File: src/rtl/ls_osc_pkg.sv
// rtl/ls_osc_pkg.sv - shared types and constants for the low-speed oscillator
package ls_osc_pkg;

    typedef enum logic [1:0] {
        IDLE = 2'd0,
        LOW  = 2'd1,
        HIGH = 2'd2
    } ls_osc_state_t;

    localparam int LS_OSC_DEFAULT_HALF = 24;

endpackage

File: src/rtl/ls_oscillator_if.sv
// rtl/ls_oscillator_if.sv - control and output bundle of the low-speed oscillator
interface ls_oscillator_if #(
    parameter int CNT_W = 16
);
    logic             en;
    logic [CNT_W-1:0] div_half;
    logic             div_load;
    logic             clk_out;
    logic             tick;
    logic             tick_fall;
    logic             running;

    modport master (
        output en, div_half, div_load,
        input  clk_out, tick, tick_fall, running
    );

    modport slave (
        input  en, div_half, div_load,
        output clk_out, tick, tick_fall, running
    );
endinterface

File: src/rtl/ls_oscillator.sv
// rtl/ls_oscillator.sv - programmable divider producing a slow square wave and edge strobes
module ls_oscillator
    import ls_osc_pkg::*;
#(
    parameter int CNT_W        = 16,
    parameter int DEFAULT_HALF = LS_OSC_DEFAULT_HALF
) (
    input  logic             clk,
    input  logic             reset,
    ls_oscillator_if.slave   bus
);

    localparam logic [CNT_W-1:0] ONE      = CNT_W'(1);
    localparam logic [CNT_W-1:0] DEF_HALF = CNT_W'(DEFAULT_HALF);

    ls_osc_state_t    state_q;
    logic [CNT_W-1:0] cnt_q;
    logic [CNT_W-1:0] half_act_q;
    logic [CNT_W-1:0] half_pend_q;
    logic             clk_out_q;
    logic             tick_q;
    logic             tick_fall_q;

    logic [CNT_W-1:0] half_pend_d;
    logic             last_d;

    // A zero divisor would never terminate a phase, so it is clamped to one.
    assign half_pend_d = (bus.div_half == '0) ? ONE : bus.div_half;
    assign last_d      = (cnt_q == half_act_q - ONE);

    always_ff @(posedge clk) begin
        if (reset) begin
            state_q     <= IDLE;
            cnt_q       <= '0;
            half_act_q  <= DEF_HALF;
            half_pend_q <= DEF_HALF;
            clk_out_q   <= 1'b0;
            tick_q      <= 1'b0;
            tick_fall_q <= 1'b0;
        end else begin
            tick_q      <= 1'b0;
            tick_fall_q <= 1'b0;
            if (bus.div_load) begin
                half_pend_q <= half_pend_d;
            end
            unique case (state_q)
                IDLE: begin
                    if (bus.en) begin
                        state_q    <= LOW;
                        cnt_q      <= '0;
                        half_act_q <= half_pend_q;
                    end
                end
                LOW: begin
                    if (!bus.en) begin
                        state_q <= IDLE;
                        cnt_q   <= '0;
                    end else if (last_d) begin
                        state_q   <= HIGH;
                        cnt_q     <= '0;
                        clk_out_q <= 1'b1;
                        tick_q    <= 1'b1;
                    end else begin
                        cnt_q <= cnt_q + ONE;
                    end
                end
                HIGH: begin
                    // The high phase always runs to completion so no runt pulse is emitted.
                    if (last_d) begin
                        clk_out_q   <= 1'b0;
                        tick_fall_q <= 1'b1;
                        cnt_q       <= '0;
                        if (bus.en) begin
                            state_q    <= LOW;
                            half_act_q <= half_pend_q;
                        end else begin
                            state_q <= IDLE;
                        end
                    end else begin
                        cnt_q <= cnt_q + ONE;
                    end
                end
                default: begin
                    state_q <= IDLE;
                    cnt_q   <= '0;
                end
            endcase
        end
    end

    assign bus.clk_out   = clk_out_q;
    assign bus.tick      = tick_q;
    assign bus.tick_fall = tick_fall_q;
    assign bus.running   = (state_q != IDLE);

endmodule

File: src/flat_wrapper.sv
// flat-port wrapper written by rule: the top's interface ports become plain ports
module ls_oscillator_flat import ls_osc_pkg::*;
#(
    parameter int CNT_W        = 16,
    parameter int DEFAULT_HALF = LS_OSC_DEFAULT_HALF
)
  (clk, reset, bus_en, bus_div_half, bus_div_load, bus_clk_out, bus_tick, bus_tick_fall, bus_running);
  ls_oscillator_if #(.CNT_W(CNT_W)) bus_i ();
  input  logic clk;
  input  logic reset;
  input wire logic [$bits(bus_i.en)-1:0] bus_en;
  input wire logic [$bits(bus_i.div_half)-1:0] bus_div_half;
  input wire logic [$bits(bus_i.div_load)-1:0] bus_div_load;
  output wire logic [$bits(bus_i.clk_out)-1:0] bus_clk_out;
  output wire logic [$bits(bus_i.tick)-1:0] bus_tick;
  output wire logic [$bits(bus_i.tick_fall)-1:0] bus_tick_fall;
  output wire logic [$bits(bus_i.running)-1:0] bus_running;
  assign bus_i.en = bus_en;
  assign bus_i.div_half = bus_div_half;
  assign bus_i.div_load = bus_div_load;
  assign bus_clk_out = bus_i.clk_out;
  assign bus_tick = bus_i.tick;
  assign bus_tick_fall = bus_i.tick_fall;
  assign bus_running = bus_i.running;
  ls_oscillator #(.CNT_W(CNT_W), .DEFAULT_HALF(DEFAULT_HALF)) u_core (.clk(clk), .reset(reset), .bus(bus_i));
endmodule
File: config.mk
export PLATFORM = sky130hd
export DESIGN_NAME = ls_oscillator_flat
export DESIGN_NICKNAME = d
export VERILOG_FILES = /design/src/rtl/ls_osc_pkg.sv /design/src/rtl/ls_oscillator_if.sv /design/src/rtl/ls_oscillator.sv /design/src/flat_wrapper.sv
export SDC_FILE = /design/constraint.sdc
export NUM_CORES = 1
export LEC_CHECK = 0
export CORE_MARGIN = 3
export CORE_UTILIZATION = 62
export CTS_CLUSTER_DIAMETER = 80
export CTS_CLUSTER_SIZE = 10
export DETAILED_ROUTE_END_ITERATION = 10
export PLACE_DENSITY = 0.84
export SLEW_MARGIN = 20
export SYNTH_ARGS = -nofsm -noshare
export SYNTH_HDL_FRONTEND = slang
export SYNTH_SLANG_ARGS = --single-unit
File: constraint.sdc
create_clock -name clk -period 5.4 [get_ports clk]
set_clock_uncertainty 0.2 [all_clocks]
set_input_delay 1.62 -clock clk [delete_from_list [all_inputs] [get_ports clk]]
set_output_delay 1.62 -clock clk [all_outputs]
set_load 0.03 [all_outputs]
# --- Yosys cells after proc, flatten, opt, wreduce, memory -nomap -nowiden ---
# Index checks and enable logic that the tools add are counted.
# W data, S select, Z words.
totals:
  elab_cells: 49
  inputBits: 20
  out_inout_bits: 4
  register_bits: 53
op_classes:
  n_bitwise: 3
  reduce_logical: 10
  n_eq_ne: 8
  addsub: 2
  muxes: 19
op_table:
  columns: ["cell", "n"]
  rows:
  - ["$mux W16", 6]
  - ["$pmux W16 S3", 1]
  - ["$pmux W16 S2", 1]
  - ["$add A16 B1 Y16 const B", 1]
  - ["$eq A16 B16 Y1", 1]
  - ["$logic_not A16 Y1", 1]
  - ["$sub A16 B1 Y16 const B", 1]
  - ["$mux W2", 4]
  - ["$pmux W2 S3", 1]
  - ["$reduce_bool A2 Y1", 3]
  - ["$mux W1", 5]
  - ["$ne A2 B1 Y1 const B", 2]
  - ["$ne A2 B2 Y1 const B", 2]
  - ["$reduce_and A4 Y1", 1]
  - ["$ne A3 B2 Y1 const B", 1]
  - ["$not A1 Y1", 3]
  - ["$reduce_and A3 Y1", 1]
  - ["$reduce_or A3 Y1", 1]
  - ["$eq A2 B1 Y1 const B", 1]
  - ["$eq A2 B2 Y1 const B", 1]
  - ["$logic_not A2 Y1", 1]
  - ["$pmux W1 S2", 1]
  - ["$reduce_and A2 Y1", 1]
  - ["$reduce_or A2 Y1", 1]

# --- Depth between registers and ports, before layout ---
depth:
  depth_word: 5
  ltp_mapped: 11
  ltp_nobuf: 9

# --- Least setup slack after synthesis ---
# No wires, ideal clock.
synth_timing:
  path_kind: "input-to-reg"
  from: "input bus_div_load"
  to: "register u_core.half_pend_q[11]"
  arrival_ns: 2.683
  setup_time_ns: 0.128
  slack_ns: 2.390
  required_ns: 5.072
  path_buffers: 2
  stages: 4
  path_cell_list: "clkbuf_1 -> buf_1 -> mux2i_1 -> nor2_1"
synth_rtl:
  columns: ["element", "line", "text"]
  rows:
  - ["from (decl)", "flat_wrapper.sv:13", "input wire logic [$bits(bus_i.div_load)-1:0] bus_div_load;"]
  - ["to (signal assigned)", "ls_oscillator.sv:44", "half_pend_q <= half_pend_d;"]
  - ["to (decl)", "ls_oscillator.sv:19", "logic [CNT_W-1:0] half_pend_q;"]

# --- Worst setup path in the final report ---
layout_timing:
  from: "input bus_en"
  to: "register u_core.cnt_q[2]"
layout_between:
  elab_chain_cells: 2
  word_cells_on_any_way: 3
  classes_between: "eq/ne: 1; mux: 2"
layout_rtl:
  columns: ["element", "line", "text"]
  rows:
  - ["from (decl)", "flat_wrapper.sv:11", "input wire logic [$bits(bus_i.en)-1:0] bus_en;"]
  - ["$mux W16", "ls_oscillator.sv:55", "if (!bus.en) begin"]
  - ["$pmux W16 S3", "ls_oscillator.sv:46", "unique case (state_q)"]
  - ["to (signal assigned)", "ls_oscillator.sv:64", "cnt_q <= cnt_q + ONE;"]
  - ["to (signal assigned)", "ls_oscillator.sv:80", "cnt_q <= cnt_q + ONE;"]
  - ["to (decl)", "ls_oscillator.sv:17", "logic [CNT_W-1:0] cnt_q;"]
# Parallel ways exist; a longest one is shown, timed or not.
# A chain may end at the register's enable or synchronous reset.

==> out/metrics.cfg <==
[placement]
gp_congestion=0.838
placed_cells=396
dp_hpwl_um=4220
portBuffers=23
pre_cts_ws_ns=1.37

[die]
start_util_pct=66.1
die_h_um=75.3
rows=24
die_area_um2=5670
die_w_um=75.3
coreArea_um2=4500
io_pins=24

[setup_path]
cp_max_fo=15
slowest_delay_ns=0.91
cp.arrival_ns=3.80
crit_required_ns=5.44
end_kind=register
slowest_stage=a311oi_2
critPathLaunchType=input pin
path_common_cell=o21ai_0
r2r_cells=9
path_cells=clkdlybuf4s50_1 -> o21ai_0 -> o21ai_0 -> nand2_1 -> a311oi_2 -> a21oi_1 -> mux2i_1
critical_path_class=input pin to register

[yosys]
ys_ff_latch=53
yosysWarnings=0
avgSynthCellArea_um2=8.81
synth_edf_count=0
syn_nets=364
ys_seq_area_share_pct=35.6
syn_area_um2=2980
async_flop_share_pct=0
yosys.area.top_type=dfxtp_1
netlist.area_leader.share_pct=35.6
synthCells=338
synthDistinctLibCells=56
ys.flop_type=dfxtp_1
yosysMostFrequentCell=dfxtp_1
ys_top_cells_by_area=dfxtp_1 (36%), mux2i_1 (11%), nand2b_1 (6.1%)
synthTopCellsByCount=dfxtp_1 (53), mux2i_1 (32), nand2b_1 (29), nor2_1 (29), nand2_1 (22)

[timing]
tightest_slew_ns=1.06
relSlewSlack_pct=29.3
setup_ws_ns=1.64
finalSetupViolations=0
drv_slew=0
final_hold_viol_count=0
fin_crit_sh_pct=69.6
fin_setup_tns_ns=0
fmax_mhz=266
rsz0062_at_grt=no
period_needed_ns=3.76

[global_routing]
grt_antenna_before_repair=0
grt_max_degree=52
grt_pass1_wl_um=9920
track_usage_pct=22.3
grt_overflow=0
grt_pass1_vias=2224

[run_status]
run_status=finished, final reports clean

[clock_tree]
cts_sinks=53
cts_made_buffers=5
clockBufferDepth=2
cts_htree_levels=2
cts_tree=built
hold_buffers=0
clock-root-buffer=clkbuf_8
clkLatencyLatePin_ns=0.31
path_clk_slew_ns=0.10
ctsResizeCount=0
post_cts_buffers=0

[power_and_ir_drop]
p_per_area_nw_per_um2=233
p_comb_share_pct=15.1
swShare_pct=27.7
clkPwrFrac_pct=30.3
peakVddDrop_mv=0.198
switchingPower_mw=0.213
leakagePower_nw=1.19
p_seq_share_pct=54.6
internal_power_mw=0.554

[min_path]
whs_path_depth=2
hold_path_class=register to register

[run]
cap_viol_max_count=0

[drt]
wl_per_cell_um=14.8
drt-initial-drc-count=165
drc_errors=0
routed_wl_um=5990
via_count=2424
antenna_left=0
dr.pass1.iters=4
via_per_inst=6.00

[finish]
fillers=356
antenna_cells=0
num-nets-final=377
area_delta_synth_final_pct=10.7
final_cells=404
drive_above_1_share_pct=5.97

-- layout make-up --
cell class | count | area [µm²] | area share [%]
repair buffers | 25 | 245 | 7.44
well taps | 52 | 65.1 | 1.97
clock buffers | 5 | 68.8 | 2.09
inverters | 11 | 41.3 | 1.25
multi-input cells | 255 | 1790 | 54.3
clock inverters | 3 | 25.0 | 0.759
flip-flops and latches | 53 | 1060 | 32.2
-- worst paths after layout --
kind,slack (ns),to,start
min,0.28,u_core.half_act_q[9]$_SDFFE_PP0P_,u_core.half_pend_q[9]$_SDFFE_PP0P_
min reg2reg,0.28,u_core.half_act_q[9]$_SDFFE_PP0P_,u_core.half_pend_q[9]$_SDFFE_PP0P_
max reg2reg,1.95,u_core.half_act_q[0]$_SDFFE_PP0P_,u_core.half_act_q[0]$_SDFFE_PP0P_
max,1.64,u_core.cnt_q[2]$_SDFFE_PP0P_,bus_en
-- power groups by stage --
stage | Combinational [mW] | Clock, mW | Sequential, mW
2_1_floorplan | 0.0842 | 0 | 0.424
3_3_place_gp | 0.111 | 0 | 0.427
3_5_place_dp | 0.114 | 0 | 0.428
4_1_cts | 0.115 | 0.235 | 0.419
5_1_grt | 0.127 | 0.250 | 0.421
6_report | 0.116 | 0.233 | 0.419
-- state kept, by name (all words and copies together), names as in the netlist --
signal                cells
u_core.cnt_q             16
u_core.half_act_q        16
u_core.half_pend_q       16
u_core.state_q            2
u_core.bus.clk_out        1
u_core.bus.tick           1
u_core.bus.tick_fall      1
-- through the flow --
step	cell area (µm²)	utilization, %	hold WS, ns	power (mW)
2_1_floorplan	2980	-	0.251	0.508
3_3_place_gp	3190	70.9	0.263	0.538
3_5_place_dp	3190	70.9	0.272	0.541
4_1_cts	3290	73.0	0.285	0.769
5_1_grt	3300	73.2	0.311	0.797
6_report	3300	73.2	0.282	0.767
-- worst max-delay path, delay by kind of cell --
family / cells / cell delay (ns)
compound gates: 4 / 1.29
buf+inv: 1 / 0.60
mux: 1 / 0.19
simple gates: 1 / 0.11
-- layer usage --
metal / track usage [%] / vias up / part of all wire, %
met4: 7.18 / 0 / 1.5
met1: 29.0 / 1138 / 46
li1: - / 1231 / -
met3: 4.09 / 11 / 3.4
met5: 0 / - / 0
met2: 37.5 / 44 / 49
-- cells by family (layout without fill, tap and decap cells) --
group	count (synthesis)	count (layout)	share of synthesized area, %
AND/OR/NAND/NOR	145	145	26.2
adder cells (fa/ha/maj)	6	6	2.52
flip-flops	53	53	35.6
multiplexers	33	33	11.1
XOR/XNOR	21	21	6.18
AO/OA/AOI/OAI	50	50	13.7
buffers and inverters	30	44	4.66
-- cells in the final DEF, fill, tap and decap left out, drive strengths merged, types with 3 or more instances in the layout --
cell type,count
nand3b,4
clkbuf,5
nor4,10
mux2i,32
nor2b,6
a21oi,6
xnor2,11
o311ai,8
nand2,22
nor2,29
inv,12
xor2,10
nand4,5
nor3,6
nand3,20
clkdlybuf4s50,23
ha,6
or3,3
nand2b,29
o21ai,8
or2,3
dfxtp,53
Power figures use the tool's default switching activity.
==> patch 1 (config.mk and constraints unchanged) <==
The 3 states of `ls_osc_state_t` get a one-hot encoding in 3 bits.
--- a/src/rtl/ls_osc_pkg.sv
+++ b/src/rtl/ls_osc_pkg.sv
@@ -1,10 +1,10 @@
 // rtl/ls_osc_pkg.sv - shared types and constants for the low-speed oscillator
 package ls_osc_pkg;
 
-    typedef enum logic [1:0] {
-        IDLE = 2'd0,
-        LOW  = 2'd1,
-        HIGH = 2'd2
+    typedef enum logic [2:0] {
+        IDLE = 3'b001,
+        LOW  = 3'b010,
+        HIGH = 3'b100
     } ls_osc_state_t;
 
     localparam int LS_OSC_DEFAULT_HALF = 24;
Behaviour: no difference found for any inputs over 10 cycles, from zero or initial values and one cycle with reset high; not proved beyond that.
==> patch 1 against the original RTL <==
  * Final cell count is 8.7% higher
  * Power shrank 4.4%
  * Sequential cell count increased by 1
  * Routed wire length increased by 13%
  * Synthesized area up 3.1%
  * Combinational power fell by 18%
  * First-iteration DRC count rose by 29%
  * Core utilization rose by 0.44 points
  * Final area increased by 1.9%
  * Worst setup slack lost 280 ps
  * Critical path type unchanged
==> patch 1: results (changes against the original RTL) <==
[final_layout]
ff_latch_area_mm2 = 0.00108  ; was 0.00106 mm^2
nClkBuffers = 6  ; was 5
buffer_area_share_pct = 7.30  ; was 7.44%
multi_input_cells = 279  ; was 255
fillers = 362  ; was 356
fin_nets = 396  ; was 377
clock_area_share_pct = 2.38  ; was 2.85%
seq_share_pct = 32.2  ; about the same
multi_input_area_mm2 = 0.00184  ; was 0.00179 mm^2
drive_gt1_share_pct = 4.28  ; was 5.97%
nNonClkInverters = 9  ; was 11

[critical_path]
crit_arrival_ps = 4050  ; was 3800 ps
slowest_delay_ps = 660  ; was 910 ps
crit_end = u_core.cnt_q[6]  ; was u_core.cnt_q[2]
crit_fanout = 13  ; was 15
cp_top_family = simple AND/OR/NAND/NOR gates  ; was compound AO/OA/AOI/OAI gates
r2r_setup_slack_ps = 1840  ; was 1950 ps
cp_slowest_cell = nor2_1  ; was a311oi_2
r2r_end = u_core.cnt_q[4]  ; was u_core.half_act_q[0]

[placement]
hpwl_um = 4970  ; was 4220 um
gp_congestion = 0.903  ; was 0.838
dp_cells = 432  ; was 396
dpl_worst_slack_ps = 1070  ; was 1370 ps
postPlaceCellArea_mm2 = 0.00328  ; was 0.00319 mm^2

[sta]
whs_ps = 283  ; was 282 ps
max_slew_margin_pct = 31.0  ; was 29.3%
setup_slack_ps = 1350  ; was 1640 ps

[logic_synthesis]
postSynthCellCount = 366  ; was 338
synth.distinct_cells = 58  ; was 56
ys_top_cells_by_area = dfxtp_1 35%, mux2i_1 7.8%, nand2_1 5.0%  ; was dfxtp_1 36%, mux2i_1 11%, nand2b_1 6.1%
yosysSeqAreaShare_pct = 35.2  ; was 35.6%
synth_nets = 388  ; was 364
synth-seq-cells = 54  ; was 53
synth_top_cells_by_count = 54 x dfxtp_1, 41 x nand2_1, 37 x nor2_1, 24 x mux2i_1, 18 x nand3_1  ; was 53 x dfxtp_1, 32 x mux2i_1, 29 x nand2b_1, 29 x nor2_1, 22 x nand2_1

[power]
combPwrFrac_pct = 13.0  ; was 15.1%
ir_worst_vdd_mv = 0.206  ; was 0.198 mV
seqPwrFrac_pct = 57.7  ; was 54.6%
switching_share_pct = 25.8  ; was 27.7%
power_w = 0.000733  ; was 0.000767 W

[grt]
grt_pass1_vias = 2472  ; was 2224
grt_pass1_wl_um = 11800  ; was 9920 um
grt_max_degree = 38  ; was 52
grt_use_total_pct = 24.5  ; was 22.3%

[route]
drt_first_pass_iters = 5  ; was 4
drt_iter0_markers = 213  ; was 165
wl_per_cell_um = 15.5  ; was 14.8 um
viasPerCell = 6.23  ; was 6.00
vias = 2733  ; was 2424

[run_status]
status = finished, final reports clean  ; unchanged

[hold_path]
worstHoldEndpoint = u_core.half_act_q[15]  ; was u_core.half_act_q[9]
hp-start = u_core.half_act_q[15]  ; was u_core.half_pend_q[9]

[patch 1: changes by cell type after synthesis, sizes merged, moves of 4 or more]
| cell | change |
|---|---|
| a21oi | +10 |
| o311ai | -8 |
| a41o | +13 |
| ha | -4 |
| nand2b | -27 |
| xor2 | -4 |
| a31oi | +6 |
| mux2i | -8 |
| nor4b | +11 |
| nand2 | +19 |
| nor3 | +6 |
| nor2 | +8 |
[patch 1: metal layers]
| metal | up-vias | wire, um | global-route usage (%) |
|---|---|---|---|
| met5 | - | 0 | 0 |
| met4 | 0 | 110 | 9.42 |
| met3 | 11 | 342 | 3.43 |
| met2 | 70 | 3070 | 36.5 |
| met1 | 1274 | 3270 | 35.6 |
| li1 | 1378 | - | - |
[patch 1: kinds of logic after synthesis]
family                   synth area share (%)
AO/OA/AOI/OAI                            17.9
XOR/XNOR                                 5.14
adder cells (fa/ha/maj)                 0.815
buffers and inverters                    4.89
flip-flops                               35.2
multiplexers                             7.83
AND/OR/NAND/NOR                          28.2
==> patch 2 (same settings) <==
Without the edit above. `CNT_W` is set to 16 in 3 places; all go to 20.
--- a/src/rtl/ls_oscillator_if.sv
+++ b/src/rtl/ls_oscillator_if.sv
@@ -1,6 +1,6 @@
 // rtl/ls_oscillator_if.sv - control and output bundle of the low-speed oscillator
 interface ls_oscillator_if #(
-    parameter int CNT_W = 16
+    parameter int CNT_W = 20
 );
     logic             en;
     logic [CNT_W-1:0] div_half;
--- a/src/rtl/ls_oscillator.sv
+++ b/src/rtl/ls_oscillator.sv
@@ -2,7 +2,7 @@
 module ls_oscillator
     import ls_osc_pkg::*;
 #(
-    parameter int CNT_W        = 16,
+    parameter int CNT_W        = 20,
     parameter int DEFAULT_HALF = LS_OSC_DEFAULT_HALF
 ) (
     input  logic             clk,
--- a/src/flat_wrapper.sv
+++ b/src/flat_wrapper.sv
@@ -1,7 +1,7 @@
 // flat-port wrapper written by rule: the top's interface ports become plain ports
 module ls_oscillator_flat import ls_osc_pkg::*;
 #(
-    parameter int CNT_W        = 16,
+    parameter int CNT_W        = 20,
     parameter int DEFAULT_HALF = LS_OSC_DEFAULT_HALF
 )
   (clk, reset, bus_en, bus_div_half, bus_div_load, bus_clk_out, bus_tick, bus_tick_fall, bus_running);
Interface: changed (resized bus_div_half); port bits go from 24 to 28. The function was not compared with the original's and may differ.
==> patch 2 against the original RTL <==
  * Final cell count increased by 27%
  * Synthesized area grew 18%
  * Hold slack gained 2.7 ps
  * Critical path type is now reg -> reg
  * Critical path depth is 3 higher
  * Critical endpoint is now u_core.state_q[1]
  * Combinational power rose by 7%
  * Non-clock buffer count up 5
  * Highest routed layer unchanged
  * Routed wire length is 42% higher
  * Power increased by 49%
  * Sequential share of layout area is 0.16 points lower
  * Register-to-register slack worse by 530 ps
  * Sequential cell count rose by 12
  * Final area grew 23%
  * Core utilization up 3.4 points
  * Worst setup slack got worse by 220 ps
==> patch 2: results (changes against the original RTL) <==
[critical_path]
cp_slowest_cell = nand3_2  ; was a311oi_2
r2r_setup_slack_ps = 1420  ; was 1950 ps
crit_end = u_core.state_q[1]  ; was u_core.cnt_q[2]
crit_arrival_ps = 4030  ; was 3800 ps
cp_top_family = simple AND/OR/NAND/NOR gates  ; was compound AO/OA/AOI/OAI gates
slowest_delay_ps = 650  ; was 910 ps
crit_fanout = 42  ; was 15
worstRegToRegCells = 10  ; was 9
crit_path_start = u_core.half_act_q[0]  ; was bus_en

[logic_synthesis]
synth_fa_ha_area_share_pct = 2.13  ; was 2.52%
synth_nets = 447  ; was 364
postSynthCellCount = 417  ; was 338
synth-xor-area-share_pct = 5.96  ; was 6.18%
synth.mux.area_fraction_pct = 12.5  ; was 11.1%
yosysSeqAreaShare_pct = 36.9  ; was 35.6%
synth-compound-area-share_pct = 11.1  ; was 13.7%

[hold_path]
worstHoldEndpoint = u_core.half_pend_q[4]  ; was u_core.half_act_q[9]
hp-start = u_core.half_pend_q[4]  ; was u_core.half_pend_q[9]

[power]
p_leak_nw = 1.60  ; was 1.19 nW
combPwrFrac_pct = 10.9  ; was 15.1%
ir_worst_vdd_mv = 0.229  ; was 0.198 mV
switching_share_pct = 24.4  ; was 27.7%
p_sw_w = 0.000279  ; was 0.000213 W

[clock_tree]
htreeDepth = 3  ; was 2
clk_pin_slew_ps = 80  ; was 100 ps
cts_root_buf = clkbuf_8  ; unchanged

[grt]
grt_pass1_wl_um = 13600  ; was 9920 um

[sta]
max_slew.worst_pin.slew_ps = 776  ; was 1060 ps
finalCritPeriodShare_pct = 73.8  ; was 69.6%

[route]
drt_wl_total_um = 8490  ; was 5990 um
drt_first_pass_iters = 5  ; was 4

[final_layout]
stdcell_count = 512  ; was 404
drive_gt1_share_pct = 6.79  ; was 5.97%
top_regs = u_core.cnt_q x20, u_core.half_act_q x20, u_core.half_pend_q x20  ; was u_core.cnt_q x16, u_core.half_act_q x16, u_core.half_pend_q x16

[placement]
hpwl_um = 5980  ; was 4220 um
gp_congestion = 0.981  ; was 0.838
dpl_worst_slack_ps = 1460  ; was 1370 ps

[run_status]
status = finished, final reports clean  ; unchanged

==> patch 2: changes by cell type in the layout (fill, tap and decap cells not counted), moves of 6 or more <==
cell	delta
nor2_1	+34
a31oi_1	+29
nand2b_1	-26
nand2_1	+13
dfxtp_1	+12
mux2i_1	+11
nand3_1	-8
o311ai_1	-8
nor3_1	+7
and3_1	+6
==> patch 2: worst reg2reg max path, stage by stage, from the launching register on <==
cell,delay (ps)
dfxtp_1,360
inv_1,70
ha_1,210
or4b_1,610
or4_1,550
nand4_1,170
o21ai_0,130
nor4_2,250
nand3_2,650
a31o_2,530
a22o_1,170
==> patch 2: through the flow <==
step | hold WS (ps) | cell area (um^2)
2_1_floorplan | 241 | 3530
3_3_place_gp | 260 | 3820
3_5_place_dp | 268 | 3820
4_1_cts | 286 | 4070
5_1_grt | 297 | 4060
6_report | 285 | 4060
==> patch 2: logic make-up after synthesis <==
kind of cell               after synthesis
xor gates and xnor gates                24
DFF                                     65
AOI/OAI and AO/OA                       57
and+or+nand+nor                        188
muxes                                   44
adders and majority gates                6
buffers and inverters                   33
==> patch 2: layer usage <==
layer,part of all wire (%),vias up,GRT usage [%],wire [um]
li1,-,1570,-,-
met1,43,1539,33.5,3650
met2,49,111,45.0,4150
met3,6.6,18,6.80,561
met4,1.4,0,8.28,123
met5,0,-,0,0
==> patch 2: area by class of cell <==
cell class / instances / area [um^2] / area share (%)
Clock inverter: 7 / 125 / 3.08
Sequential cell: 65 / 1300 / 32.0
Inverter: 12 / 45.0 / 1.11
Tap cell: 70 / 87.6 / 2.16
Timing Repair Buffer: 30 / 288 / 7.09
Clock buffer: 9 / 124 / 3.05
Multi-Input combinational cell: 319 / 2090 / 51.5
